===== src/rtl/instr_fetch_unit_if.sv =====
// ============================================================================
// Module : instr_fetch_unit_if
// Brief  : Instruction-memory request/valid bus between fetch unit and memory.
// Rev    : 1.0
// ============================================================================
`default_nettype none

interface instr_fetch_unit_if;
  logic        imem_req;
  logic [5:0]  imem_addr;
  logic [15:0] imem_rdata;
  logic        imem_valid;

  modport master (
    output imem_req,
    output imem_addr,
    input  imem_rdata,
    input  imem_valid
  );

  modport slave (
    input  imem_req,
    input  imem_addr,
    output imem_rdata,
    output imem_valid
  );
endinterface

`default_nettype wire


===== src/rtl/instr_fetch_unit.sv =====
// ============================================================================
// Module : instr_fetch_unit
// Brief  : Fetch stage; one outstanding imem request latched into the IR.
// Rev    : 1.0
// ============================================================================
`default_nettype none

module instr_fetch_unit #(
  parameter int unsigned TIMEOUT = 15
) (
  input  logic               clk,
  input  logic               rst,
  input  logic [5:0]         pc_in,
  input  logic               fetch_req,
  input  logic               flush,
  instr_fetch_unit_if.master imem,
  output logic [15:0]        ir_out,
  output logic               ir_valid,
  output logic               fetch_done,
  output logic               fetch_err,
  output logic               fetch_busy,
  output logic [3:0]         opcode,
  output logic [2:0]         ra,
  output logic [2:0]         rb,
  output logic [2:0]         rc,
  output logic [5:0]         imm6,
  output logic [8:0]         imm9
);

  localparam int unsigned     c_CNT_W    = $clog2(TIMEOUT + 1);
  localparam logic [c_CNT_W-1:0] c_CNT_LAST = c_CNT_W'(TIMEOUT - 1);
  localparam logic [c_CNT_W-1:0] c_CNT_MAX  = c_CNT_W'(TIMEOUT);

  localparam logic [1:0] c_IDLE  = 2'd0;
  localparam logic [1:0] c_WAIT  = 2'd1;
  localparam logic [1:0] c_DRAIN = 2'd2;

  logic [1:0]         state_q, state_d;
  logic               req_q, req_d;
  logic [5:0]         addr_q, addr_d;
  logic [15:0]        ir_q, ir_d;
  logic               irv_q, irv_d;
  logic               done_q, done_d;
  logic               err_q, err_d;
  logic [c_CNT_W-1:0] cnt_q, cnt_d;

  logic               w_timeout;
  logic [c_CNT_W-1:0] w_cnt_inc;

  // The cycle that would make the counter reach TIMEOUT is the last request cycle.
  assign w_timeout = (cnt_q == c_CNT_LAST);
  assign w_cnt_inc = (cnt_q == c_CNT_MAX) ? cnt_q : cnt_q + 1'b1;

  always_ff @(posedge clk) begin
    if (rst) begin
      state_q <= c_IDLE;
      req_q   <= 1'b0;
      addr_q  <= '0;
      ir_q    <= '0;
      irv_q   <= 1'b0;
      done_q  <= 1'b0;
      err_q   <= 1'b0;
      cnt_q   <= '0;
    end else begin
      state_q <= state_d;
      req_q   <= req_d;
      addr_q  <= addr_d;
      ir_q    <= ir_d;
      irv_q   <= irv_d;
      done_q  <= done_d;
      err_q   <= err_d;
      cnt_q   <= cnt_d;
    end
  end

  always_comb begin
    state_d = state_q;
    case (state_q)
      c_IDLE: begin
        if (!flush && fetch_req) state_d = c_WAIT;
      end
      c_WAIT: begin
        if (imem.imem_valid || w_timeout) state_d = c_IDLE;
        else if (flush)                   state_d = c_DRAIN;
      end
      c_DRAIN: begin
        if (imem.imem_valid || w_timeout) state_d = c_IDLE;
      end
      default: state_d = c_IDLE;
    endcase
  end

  always_comb begin
    req_d  = req_q;
    addr_d = addr_q;
    ir_d   = ir_q;
    irv_d  = irv_q;
    done_d = 1'b0;
    err_d  = 1'b0;
    cnt_d  = cnt_q;
    case (state_q)
      c_IDLE: begin
        if (flush) begin
          irv_d = 1'b0;
        end else if (fetch_req) begin
          addr_d = pc_in;
          req_d  = 1'b1;
          cnt_d  = '0;
        end
      end
      c_WAIT: begin
        if (imem.imem_valid) begin
          req_d = 1'b0;
          if (flush) begin
            irv_d = 1'b0;
          end else begin
            ir_d   = imem.imem_rdata;
            irv_d  = 1'b1;
            done_d = 1'b1;
          end
        end else begin
          cnt_d = w_cnt_inc;
          if (w_timeout) begin
            req_d = 1'b0;
            err_d = 1'b1;
            irv_d = 1'b0;
          end else if (flush) begin
            irv_d = 1'b0;
          end
        end
      end
      c_DRAIN: begin
        if (imem.imem_valid) begin
          req_d = 1'b0;
        end else begin
          cnt_d = w_cnt_inc;
          if (w_timeout) begin
            req_d = 1'b0;
            err_d = 1'b1;
            irv_d = 1'b0;
          end
        end
      end
      default: begin
        req_d = 1'b0;
        irv_d = 1'b0;
      end
    endcase
  end

  assign imem.imem_req  = req_q;
  assign imem.imem_addr = addr_q;

  assign ir_out     = ir_q;
  assign ir_valid   = irv_q;
  assign fetch_done = done_q;
  assign fetch_err  = err_q;
  assign fetch_busy = (state_q != c_IDLE);

  assign opcode = ir_q[15:12];
  assign ra     = ir_q[11:9];
  assign rb     = ir_q[8:6];
  assign rc     = ir_q[5:3];
  assign imm6   = ir_q[5:0];
  assign imm9   = ir_q[8:0];

endmodule

`default_nettype wire


===== src/flat_wrapper.sv =====
// flat-port wrapper written by rule: the top's interface ports become plain ports
module instr_fetch_unit_flat 
#(
  parameter int unsigned TIMEOUT = 15
)
  (clk, rst, pc_in, fetch_req, flush, ir_out, ir_valid, fetch_done, fetch_err, fetch_busy, opcode, ra, rb, rc, imm6, imm9, imem_imem_req, imem_imem_addr, imem_imem_rdata, imem_imem_valid);
  instr_fetch_unit_if imem_i ();
  input  logic clk;
  input  logic rst;
  input  logic [5:0] pc_in;
  input  logic fetch_req;
  input  logic flush;
  output logic [15:0] ir_out;
  output logic ir_valid;
  output logic fetch_done;
  output logic fetch_err;
  output logic fetch_busy;
  output logic [3:0] opcode;
  output logic [2:0] ra;
  output logic [2:0] rb;
  output logic [2:0] rc;
  output logic [5:0] imm6;
  output logic [8:0] imm9;
  output wire logic [$bits(imem_i.imem_req)-1:0] imem_imem_req;
  output wire logic [$bits(imem_i.imem_addr)-1:0] imem_imem_addr;
  input wire logic [$bits(imem_i.imem_rdata)-1:0] imem_imem_rdata;
  input wire logic [$bits(imem_i.imem_valid)-1:0] imem_imem_valid;
  assign imem_imem_req = imem_i.imem_req;
  assign imem_imem_addr = imem_i.imem_addr;
  assign imem_i.imem_rdata = imem_imem_rdata;
  assign imem_i.imem_valid = imem_imem_valid;
  instr_fetch_unit #(.TIMEOUT(TIMEOUT)) u_core (.clk(clk), .rst(rst), .pc_in(pc_in), .fetch_req(fetch_req), .flush(flush), .imem(imem_i), .ir_out(ir_out), .ir_valid(ir_valid), .fetch_done(fetch_done), .fetch_err(fetch_err), .fetch_busy(fetch_busy), .opcode(opcode), .ra(ra), .rb(rb), .rc(rc), .imm6(imm6), .imm9(imm9));
endmodule

===== config.mk =====
export PLATFORM = sky130hd
export DESIGN_NAME = instr_fetch_unit_flat
export DESIGN_NICKNAME = d
export VERILOG_FILES = /design/src/rtl/instr_fetch_unit_if.sv /design/src/rtl/instr_fetch_unit.sv /design/src/flat_wrapper.sv
export SDC_FILE = /design/constraint.sdc
export NUM_CORES = 1
export LEC_CHECK = 0
export ABC_AREA = 1
export BUFFER_PORTS_ARGS = -buffer_cell sky130_fd_sc_hd__buf_4
export CAP_MARGIN = 20
export CORE_MARGIN = 5
export CORE_UTILIZATION = 45
export DETAILED_ROUTE_END_ITERATION = 8
export GPL_ROUTABILITY_DRIVEN = 1
export GPL_TIMING_DRIVEN = 0
export HOLD_SLACK_MARGIN = 0.12
export PLACE_DENSITY = 0.87
export REMOVE_ABC_BUFFERS = 1
export SETUP_SLACK_MARGIN = 0.05
export SLEW_MARGIN = 25
export SYNTH_ARGS = -nofsm -noshare
export SYNTH_HDL_FRONTEND = slang
export SYNTH_SLANG_ARGS = --single-unit

===== constraint.sdc =====
create_clock -name clk -period 1.65 [get_ports clk]
set_clock_uncertainty 0.1 [all_clocks]
set_input_delay 0.33 -clock clk [delete_from_list [all_inputs] [get_ports clk]]
set_output_delay 0.33 -clock clk [all_outputs]
set_load 0.02 [all_outputs]

# After elaboration in Yosys (flattened, before gate mapping)
# Cells that the tools add are included.
# totals
ff_bits,32
in_bits,27
out_inout_bits,55
wordCells,64
# classes
add_sub_neg,1
eq_ne,14
n_mux,22
bitwise,4
n_reduce_logical,15
# ops
cell,n
4-bit two-way mux,4
3-bit AND reduction,4
1-bit two-way mux,10
2-bit inequality test (second input constant),5
4-bit equality test (second input constant),2
2-bit two-way mux,4
4-bit case mux with 2 select lines,1
2-bit by 1-bit inequality test with 1-bit output (second input constant),3
2-bit case mux with 3 select lines,1
3-bit OR reduction,2
5-bit AND reduction,1
4-bit by 1-bit adder with 4-bit output (second input constant),1
1-bit inverter,4
2-bit nonzero test,2
3-bit by 1-bit inequality test with 1-bit output (second input constant),1
3-bit by 2-bit inequality test with 1-bit output (second input constant),1
1-bit case mux with 3 select lines,1
2-bit by 1-bit equality test with 1-bit output (second input constant),1
2-bit equality test (second input constant),1
2-bit logical NOT,1
1-bit case mux with 2 select lines,1
2-bit AND reduction,1
2-bit OR reduction,1
1-bit logical AND,1
2 further kinds,2

# Logic depth before layout (Yosys ltp)
# logic_depth
word_depth,4
mapped_depth,9
ltp_nobuf,9

# Least setup slack after synthesis
# Ideal clock, no wire load.
# synth_timing
path_type,reg2out
startpoint,reg u_core.state_q[0]
endpoint,out fetch_busy
arrival_time_ns,0.982
required_ns,1.220
setup_slack_ns,0.238
path_stages_with_launch,5
n_path_buf,1
cell_sequence,dfxtp_1 inv_1 ha_1 buf_2 inv_1
# synth_between
elab_chain_cells,1
# synth_rtl
element,line_no,source
from (decl),instr_fetch_unit.sv:38,"logic [1:0] state_q, state_d;"
from (signal assigned),instr_fetch_unit.sv:56,state_q <= c_IDLE;
from (signal assigned),instr_fetch_unit.sv:65,state_q <= state_d;
2-bit nonzero test,instr_fetch_unit.sv:158,assign fetch_busy = (state_q != c_IDLE);
to (decl),flat_wrapper.sv:17,output logic fetch_busy;
# No other way between the ends.

# Final worst setup path
# Ends and elaborated chain as after synthesis.

==> impl_metrics.py <==
metrics = {
    "outcome": {
        "outcome": "finished clean",
    },
    "job": {
        "maxCapViolations": 0,
    },
    "clocking": {
        "root_buffer": "clkbuf_8",
        "tritoncts": "built",
        "clock_latency_ns": 0.29,
        "path_clk_slew_ns": 0.07,
        "postCtsHoldBufs": 0,
        "cts_sinks": 32,
        "cts_buffer_depth": 2,
        "cts_buffers": 5,
        "htreeDepth": 2,
    },
    "floorplan": {
        "row_count": 22,
        "num_io_pins": 82,
        "die_h_microns": 70.47,
        "dieArea_sq_um": 4965,
        "core_sq_um": 3606,
        "fp.dieW_microns": 70.47,
        "start_util": 0.4563,
    },
    "cells_and_area": {
        "stdcell_count": 328,
        "nNetsFinal": 313,
        "diodes": 0,
        "syn2layout_area_growth_pct": 33.46,
        "fillCellCount": 300,
        "drive_gt1_frac": 0.3714,
        "regArea_sq_um": 643.1,
        "multi_input_area_sq_um": 709.4,
    },
    "detailed_routing": {
        "wl_microns": 4144,
        "via_per_inst": 4.820,
        "wl_per_cell_microns": 12.63,
        "drt-initial-drc-count": 73,
        "post-route-drc-count": 0,
        "via_count": 1581,
        "ant_nets": 0,
        "first_pass_iters": 4,
    },
    "timing": {
        "hold_violations": 0,
        "period_share": 0.9368,
        "worst_slew_pin_slew_ns": 0.5548,
        "max_freq_mhz": 646.9,
        "rsz0062_at_grt": "yes",
        "relSlewSlack": 0.6297,
        "maxSlewViolCount": 0,
        "setup_violations": 0,
        "min_period_ns": 1.546,
        "layout_setup_ws_ns": 0.1042,
        "fin_tns_setup_ns": 0,
    },
    "power": {
        "combPwrFrac": 0.467,
        "power_density_nw_per_um2": 1397,
        "fin_total_pwr_w": 0.003069,
        "leakagePower_nw": 1.084,
        "switching_power_w": 0.001267,
        "p_seq_frac": 0.327,
        "sw_frac_of_total": 0.4127,
        "p_clk_frac": 0.206,
        "ir_worst_vdd_uv": 792.3,
        "p_int_w": 0.001802,
    },
    "setup_path": {
        "end_kind": "output pin",
        "worstPathRequired_ns": 1.22,
        "startpoint": "u_core.state_q[0]",
        "path_delay_family": "flip-flops",
        "path_cells": "inv_1 -> ha_4 -> inv_2 -> buf_4",
        "reg2reg_slack_ns": 0.15,
        "r2r_end": "u_core.cnt_q[0]",
        "crit_arrival_ns": 1.12,
        "cp-start-kind": "flip-flop",
        "timing.rr.start": "u_core.state_q[0]",
        "slowest_stage": "dfxtp_2",
        "cp.depth": 4,
        "worstSetupPathType": "reg -> out",
        "cp_max_fo": 4,
        "crit_buf_inv": 3,
        "cp_slowest_stage_delay_ns": 0.36,
        "r2r_cells": 8,
        "cp-endpoint": "fetch_busy",
    },
    "synth": {
        "syn-mean-instance-area_sq_um": 7.378,
        "ys_seq_elements": 32,
        "syn_inst": 223,
        "synth.yosys.warnings": 0,
        "synth_cell_type_count": 23,
        "synthesis.area_sq_um": 1645,
        "yosysSeqAreaShare": 0.3894,
    },
    "place": {
        "dp_hpwl_microns": 2992,
        "place_ws_ns": 0.008070,
        "dp.cells": 317,
        "port-buffer-count": 81,
        "gp_congestion": 0.8091,
    },
    "global_routing": {
        "overflow": 0,
        "antenna_found_initial": 0,
        "grt_max_degree": 22,
        "grt_pass1_vias": 1581,
        "grtUsageTotal": 0.1696,
        "grt_pass1_wl_microns": 6817,
    },
    "worst_hold_path": {
        "hold_path_class": "in -> reg",
    },
}
==> placed cells by master, fill, tap and decap left out <==
cell type,count
nor2_1,39
nor4_1,1
inv_2,2
o21ai_0,16
nand2_1,35
nor2_4,1
inv_4,1
clkbuf_1,1
buf_4,84
o21ai_1,4
clkinvlp_4,1
a21oi_2,1
nor3_1,2
nand4_1,2
nand3_1,14
clkbuf_8,6
nor2_2,3
dfxtp_2,2
ha_4,1
a21oi_1,14
dfxtp_1,30
ha_1,6
nand3_4,1
nand2_2,1
inv_1,12
==> through the flow <==
stage	hold WS, ns	instance area (sq um)	util
global placement	0.3518	2058	0.5708
CTS	0.1528	2188	0.6069
detailed placement	0.3574	2058	0.5708
global route	0.1581	2196	0.6090
floorplan	0.2991	1390	-
finish	0.1583	2196	0.6090
==> layout make-up <==
cell class                 count  share of cell area
clock inverter                 1            0.003419
multi-input combinational    141              0.3231
clock buffer                   7             0.03932
inverter                      15             0.02678
tap                           48             0.02735
timing repair buffer          84              0.2872
sequential                    32              0.2929
==> power groups by stage <==
stage | Sequential [W] | Combinational [W] | Clock (W)
after floorplan | 0.00120 | 0.000609 | 0
after detailed placement | 0.00101 | 0.00130 | 0
after CTS | 0.000997 | 0.00138 | 0.000647
after global placement | 0.00101 | 0.00127 | 0
final | 0.00100 | 0.00143 | 0.000634
after global routing | 0.00102 | 0.00157 | 0.000671
==> flip-flops by register name (all words and copies together) (netlist names) <==
signal,cells
u_core.ir_out,16
u_core.imem.imem_addr,6
u_core.cnt_q,4
u_core.state_q,2
u_core.fetch_done,1
u_core.fetch_err,1
u_core.imem.imem_req,1
u_core.ir_valid,1
==> cell usage after synthesis <==
library cell / instances / area share
inv_4: 1 / 0.0038
buf_4: 28 / 0.13
nor2_1: 40 / 0.091
buf_6: 2 / 0.014
nand2_1: 35 / 0.080
nor2_4: 1 / 0.0068
clkbuf_1: 1 / 0.0023
inv_1: 14 / 0.032
buf_1: 1 / 0.0023
nand3_1: 14 / 0.043
clkbuf_2: 1 / 0.0030
a21oi_1: 15 / 0.046
o21ai_0: 16 / 0.049
dfxtp_1: 32 / 0.39
nand2_2: 1 / 0.0038
ha_1: 7 / 0.053
nor3_1: 2 / 0.0061
nand3_4: 1 / 0.011
o21ai_1: 4 / 0.012
buf_2: 2 / 0.0061
nor2_2: 2 / 0.0076
nor4_1: 1 / 0.0038
nand4_1: 2 / 0.0076
==> worst min path at each step <==
stage | startpoint | to | slack [ns] | cells after the start
2_1_floorplan | rst | u_core.cnt_q[1] | 0.30 | 1
3_3_place_gp | u_core.imem.imem_addr[3] | u_core.imem.imem_addr[3] | 0.35 | 2
3_5_place_dp | u_core.imem.imem_addr[5] | u_core.imem.imem_addr[5] | 0.36 | 2
4_1_cts | imem_imem_rdata[14] | u_core.ir_out[14] | 0.15 | 3
5_1_grt | imem_imem_rdata[10] | u_core.ir_out[10] | 0.16 | 3
6_report | imem_imem_rdata[14] | u_core.ir_out[14] | 0.16 | 3
==> cell families after synthesis <==
family | share of synthesized area
adders and majority gates | 0.05323
DFF | 0.3894
buffers and inverters | 0.1909
and+or+nand+nor | 0.2601
AOI/OAI and AO/OA | 0.1065
==> per-layer routing <==
metal / part of all wire / wire (microns) / global-route usage / up-vias
li1: - / - / - / 795
met1: 0.41 / 1715 / 0.1942 / 723
met2: 0.48 / 1991 / 0.2796 / 59
met3: 0.098 / 406 / 0.07914 / 4
met4: 0.0072 / 30 / 0.05106 / 0
met5: 0 / 0 / 0 / -
==> worst reg2reg max path, stage by stage (launching register included) <==
cell and delay, ns:
dfxtp_2 0.36, inv_1 0.10, ha_4 0.17, buf_4 0.17, nand2_1 0.09, nand2_1 0.08
nor2_2 0.16, nand2_1 0.07, a21oi_1 0.12
==> repair_timing <==
item / CTS / global route
setup buffers: 3 / 0
pin swaps: 2 / 1
setup endpoints to repair: 6 / 11
gates resized for setup: 3 / 5
hold endpoints to repair: 0 / 0
cloned: 0 / 0
(Power assumes the default switching activity.)
